--- src/rtl/fir_pkg.sv ---
// Shared width/shift/saturation helpers for the parametrised FIR filter.
// Optional build macro FIR_SAT_EN (used by fir_param) selects output saturation.
package fir_pkg;

    function automatic int clog2(input int n);
        int r;
        r = 0;
        while ((1 << r) < n) r++;
        return r;
    endfunction

    function automatic int prod_w(input int dw, input int cw);
        return dw + cw;
    endfunction

    // Full-precision accumulator: product width plus growth for the tap sum.
    function automatic int acc_w(input int dw, input int cw, input int n_taps);
        return dw + cw + clog2(n_taps);
    endfunction

    // Coefficients are Q1.(CW-1), so the sum is rescaled by CW-1 bits.
    function automatic int shift_amt(input int cw);
        return cw - 1;
    endfunction

    function automatic longint sat_max(input int dw);
        return (longint'(1) <<< (dw - 1)) - 1;
    endfunction

    function automatic longint sat_min(input int dw);
        return -(longint'(1) <<< (dw - 1));
    endfunction

endpackage

--- src/rtl/fir_tap_mult.sv ---
// Signed DW x CW tap multiplier with an optional enabled output register.
module fir_tap_mult
    import fir_pkg::*;
#(
    parameter int DW      = 12,
    parameter int CW      = 12,
    parameter int OUT_REG = 0
) (
    input  logic                              CLK,
    input  logic                              RST_N,
    input  logic                              en,
    input  logic signed [DW-1:0]              a,
    input  logic signed [CW-1:0]              b,
    output logic signed [prod_w(DW, CW)-1:0]  p
);

    localparam int PW = prod_w(DW, CW);

    logic signed [PW-1:0] prod;

    assign prod = PW'(a) * PW'(b);

    generate
        if (OUT_REG != 0) begin : g_reg
            // NOTE: registers are written with <= so every flop samples pre-edge values.
            always_ff @(posedge CLK or negedge RST_N) begin
                if (!RST_N) begin
                    p <= '0;
                end else if (en) begin
                    p <= prod;
                end
            end
        end else begin : g_comb
            logic unused_ok;
            assign unused_ok = ^{CLK, RST_N, en};
            assign p = prod;
        end
    endgenerate

endmodule

--- src/rtl/fir_param.sv ---
// Parametrised direct-form FIR with runtime coefficient load and optional product pipeline.
// Build macro FIR_SAT_EN: clamp the rescaled sum to the DW range instead of wrapping.
module fir_param
    import fir_pkg::*;
#(
    parameter int N_TAPS = 9,
    parameter int DW     = 12,
    parameter int CW     = 12,
    parameter int PIPE   = 0
) (
    input  logic                        CLK,
    input  logic                        RST_N,
    input  logic signed [DW-1:0]        DIN,
    input  logic                        VIN,
    input  logic                        H_WE,
    input  logic [clog2(N_TAPS)-1:0]    H_ADDR,
    input  logic signed [CW-1:0]        H_DATA,
    output logic signed [DW-1:0]        DOUT,
    output logic                        VOUT
);

    localparam int AB = clog2(N_TAPS);
    localparam int PW = prod_w(DW, CW);
    localparam int AW = acc_w(DW, CW, N_TAPS);
    localparam int SH = shift_amt(CW);

    logic signed [DW-1:0] x    [N_TAPS];
    logic signed [CW-1:0] h    [N_TAPS];
    logic signed [PW-1:0] prod [N_TAPS];

    logic                 h_we_q;
    logic [AB-1:0]        h_addr_q;
    logic signed [CW-1:0] h_data_q;

    logic                 v0;
    logic                 v_last;
    logic signed [AW-1:0] acc;
    logic signed [AW-1:0] sh;
    logic signed [DW-1:0] y;

    // Writes commit one edge late so a sample accepted on the write edge still sees the old tap.
    always_ff @(posedge CLK or negedge RST_N) begin
        if (!RST_N) begin
            h_we_q   <= 1'b0;
            h_addr_q <= '0;
            h_data_q <= '0;
        end else begin
            h_we_q   <= H_WE;
            h_addr_q <= H_ADDR;
            h_data_q <= H_DATA;
        end
    end

    // NOTE: delay line and coefficient bank are small flop arrays and must clear on reset, so they are reset element by element.
    always_ff @(posedge CLK or negedge RST_N) begin
        if (!RST_N) begin
            for (int i = 0; i < N_TAPS; i++) begin
                x[i] <= '0;
                h[i] <= '0;
            end
        end else begin
            if (VIN) begin
                x[0] <= DIN;
                for (int i = 1; i < N_TAPS; i++) x[i] <= x[i-1];
            end
            if (h_we_q && (int'(h_addr_q) < N_TAPS)) begin
                h[h_addr_q] <= h_data_q;
            end
        end
    end

    always_ff @(posedge CLK or negedge RST_N) begin
        if (!RST_N) v0 <= 1'b0;
        else        v0 <= VIN;
    end

    for (genvar i = 0; i < N_TAPS; i++) begin : g_tap
        fir_tap_mult #(
            .DW      (DW),
            .CW      (CW),
            .OUT_REG (PIPE)
        ) u_mult (
            .CLK   (CLK),
            .RST_N (RST_N),
            .en    (v0),
            .a     (x[i]),
            .b     (h[i]),
            .p     (prod[i])
        );
    end

    generate
        if (PIPE != 0) begin : g_pipe
            logic v1;
            always_ff @(posedge CLK or negedge RST_N) begin
                if (!RST_N) v1 <= 1'b0;
                else        v1 <= v0;
            end
            assign v_last = v1;
        end else begin : g_nopipe
            assign v_last = v0;
        end
    endgenerate

    // NOTE: every combinational output gets a default first, so no path can infer a latch.
    always_comb begin
        acc = '0;
        for (int i = 0; i < N_TAPS; i++) acc = acc + AW'(prod[i]);
    end

`ifdef FIR_SAT_EN
    localparam logic signed [AW-1:0] SAT_HI = AW'(sat_max(DW));
    localparam logic signed [AW-1:0] SAT_LO = AW'(sat_min(DW));

    always_comb begin
        sh = acc >>> SH;
        y  = DW'(sh);
        if (sh > SAT_HI)      y = DW'(SAT_HI);
        else if (sh < SAT_LO) y = DW'(SAT_LO);
    end
`else
    always_comb begin
        sh = acc >>> SH;
        y  = DW'(sh);
    end
`endif

    always_ff @(posedge CLK or negedge RST_N) begin
        if (!RST_N) begin
            DOUT <= '0;
            VOUT <= 1'b0;
        end else begin
            VOUT <= v_last;
            if (v_last) DOUT <= y;
        end
    end

endmodule

--- config.mk ---
export PLATFORM = sky130hd
export DESIGN_NAME = fir_param
export DESIGN_NICKNAME = d
export VERILOG_FILES = /design/src/rtl/fir_pkg.sv /design/src/rtl/fir_tap_mult.sv /design/src/rtl/fir_param.sv
export SDC_FILE = /design/constraint.sdc
export NUM_CORES = 2
export LEC_CHECK = 0
export CAP_MARGIN = 20
export CORE_ASPECT_RATIO = 0.8
export CORE_MARGIN = 1.5
export CORE_UTILIZATION = 50
export DETAILED_ROUTE_END_ITERATION = 8
export PLACE_DENSITY = 0.66
export SYNTH_ARGS = -nofsm -noshare
export SYNTH_HDL_FRONTEND = slang
export SYNTH_SLANG_ARGS = --single-unit
--- constraint.sdc ---
create_clock -name CLK -period 10.5 [get_ports CLK]
set_input_delay 1.575 -clock CLK [delete_from_list [all_inputs] [get_ports CLK]]
set_output_delay 1.575 -clock CLK [all_outputs]
set_load 0.01 [all_outputs]
==> impl_metrics.toml <==
[die]
ioPinCount = 45
dieArea_sq_um = 116000
core_area_sq_um = 113000
die_w_um = 381
dieHeight_um = 305
fp-row-count = 110
start_util = 0.506

[routing]
avgViaCountPerCell = 5.27
post_drt_wl_per_cell_um = 24.6
ant_nets = 0
drt_iter0_markers = 3362
vias = 36837
drtPass1Iterations = 6
drt-total-wl_um = 172000
drc = 0

[sta]
skew_ns = 0.0363
worst_slack_ns = 0.917
relSlewSlack = 0.247
finalSetupViolCount = 0
clock.fmax_ghz = 0.104
tightest_slew_ns = 1.13
totalNegativeSetupSlack_ns = 0
min_period_over_period = 0.913
rsz0062_at_grt = "false"
drv_slew = 0
layout_min_cycle_time_ns = 9.58
hold_viol_final = 0

[logic_synthesis]
async_flop_share = 1.00
synth_cells = 5556
netlist_area_sq_um = 57100
yosys-top-cells-area = "fa_1 52%, dfrtp_1 11%, inv_1 10%"
synth_edf_count = 0
synth_area_per_cell_sq_um = 10.3
yosysTopAreaCell = "fa_1"
ys_types = 38
ys_seq_elements = 247
yosys.area.top_type_share = 0.518
yosys_warnings = 0
syn-num-nets = 7365
synth-seq-area-share = 0.108
synth_top_flop_cell = "dfrtp_1"

[placement]
dpl.hpwl_um = 142000
port_buffers = 44
gp_congestion = 0.991
place_ws_ns = 1.07

[clocking]
cts.sinks = 247
postCtsSetupRepairBufs = 0
ctsLongestPathBuffers = 3
cts_tree = "yes"
cts-root-buf = "clkbuf_16"
cts_resized = 0
clk_pin_slew_worst_paths_ns = 0.06
cts_made_buffers = 35
h-tree-depth = 2
clock_latency_ns = 0.62
postCtsHoldBufs = 0

[critical_path]
worstPathMaxFanout = 13
critical-path-top-delay-family = "adder cells"
endpoint_kind = "flop"
crit_cells = 27
path_common_cell = "fa_1"
slowest_delay_ns = 0.69
timing.setup.critical_path_class = "flop to flop"
worstPathRequired_ns = 10.97
start_kind = "flop"
crit_buf_inv = 6
r2r_cells = 27
reg2reg_setup_slack_ns = 0.92
arrival_ns = 10.05
critPathSlowestCell = "fa_1"

[finish]
drive_gt1_frac = 0.0598
fillCellCount = 9936
layout.nets = 7235
synthToLayoutAreaGrowth_pct = 5.17

[flow_run]
maxCapViolCount = 0

[min_path]
hold_depth = 1
hold_class = "flop to flop"

[outcome]
status = "finished, final reports clean"

[global_route]
grt_pass1_vias = 39626
grtUsageTotal = 0.312
overflow = 0
grt_max_degree = 69
antenna_found_initial = 10
grt_pass1_wl_um = 263000
## synth_stat cells, types with 6 or more instances
library cell / n
xor2_1: 16
mux2_2: 224
o21ai_0: 6
nor2_1: 15
a21oi_1: 14
nand2_1: 583
xnor2_1: 110
and2_1: 613
buf_1: 10
nand2b_1: 57
nor2b_1: 44
fa_1: 1477
inv_1: 1574
dfrtp_1: 247
clkbuf_1: 228
nor3_1: 6
ha_1: 300
## cell usage in the layout, fill, tap and decap left out, types with 3 or more instances in the layout
cell type        count
nor3_1               4
clkinvlp_4           3
a21oi_1             14
buf_4               25
nand2b_1            57
nor2_1              14
a21o_1               3
mux2_2             224
xnor2_1            110
dfrtp_2              6
dfrtp_1            241
inv_1             1574
clkinv_2             9
nor2b_1             44
clkbuf_8             3
and2_1             613
bufinv_16            3
nand2_1            583
clkdlybuf4s50_1     42
inv_6                3
clkbuf_1             3
fa_1              1477
clkbuf_16           36
ha_1               300
o21ai_0              6
xor2_1              16
diode_2             24
## final timing paths
| path | start | end |
|---|---|---|
| max | h[49] | DOUT[11] |
| min | DOUT[4] | DOUT[4] |
| max reg2reg | h[49] | DOUT[11] |
| min reg2reg | DOUT[4] | DOUT[4] |
| max in group asynchronous | RST_N | h[7] |
| min in group asynchronous | RST_N | h_data_q[4] |
## area by class of cell
type                    instances  area [sq um]  area share
clock inverters                20           209     0.00348
diodes                         24          60.1     0.00100
clock buffers                  42           953      0.0159
inverters                    1574          5910      0.0985
repair buffers                 71           689      0.0115
flip-flops and latches        247          6190       0.103
well taps                    1512          1890      0.0315
multi-input cells            3497         44100       0.735
## cells by family after synthesis
| family | synth area share |
|---|---|
| flops | 0.108 |
| simple gates | 0.119 |
| xor+xnor | 0.0201 |
| compound gates | 0.00417 |
| mux | 0.0448 |
| buf+inv | 0.119 |
| fa+ha+maj | 0.584 |
## sequential cells by signal, indices dropped and copies added (netlist names)
signal	count
DOUT	12
VOUT	1
h	108
h_addr_q	4
h_data_q	12
h_we_q	1
v0	1
x	108
## stage by stage
step	utilization	std cells	area, sq um	hold slack [ns]
floorplan	-	5556	57100	0.449
global placement	0.520	6898	58700	0.492
detailed placement	0.520	6898	58700	0.496
CTS	0.531	6960	59900	0.509
global route	0.531	6966	60000	0.524
finish	0.532	6987	60000	0.508
## metal layers
metal | vias up | wire (um) | part of all wire | global-route usage
met5 | - | 48 | 0.00028 | 0
met4 | 8 | 4390 | 0.025 | 0.0708
met3 | 193 | 21900 | 0.13 | 0.106
met2 | 1751 | 70100 | 0.41 | 0.430
met1 | 19570 | 75700 | 0.44 | 0.473
li1 | 15315 | - | - | -
Power is left out: the tool's default activity adds up to more than one toggle a clock period on the data nets, which glitch-free logic cannot reach.
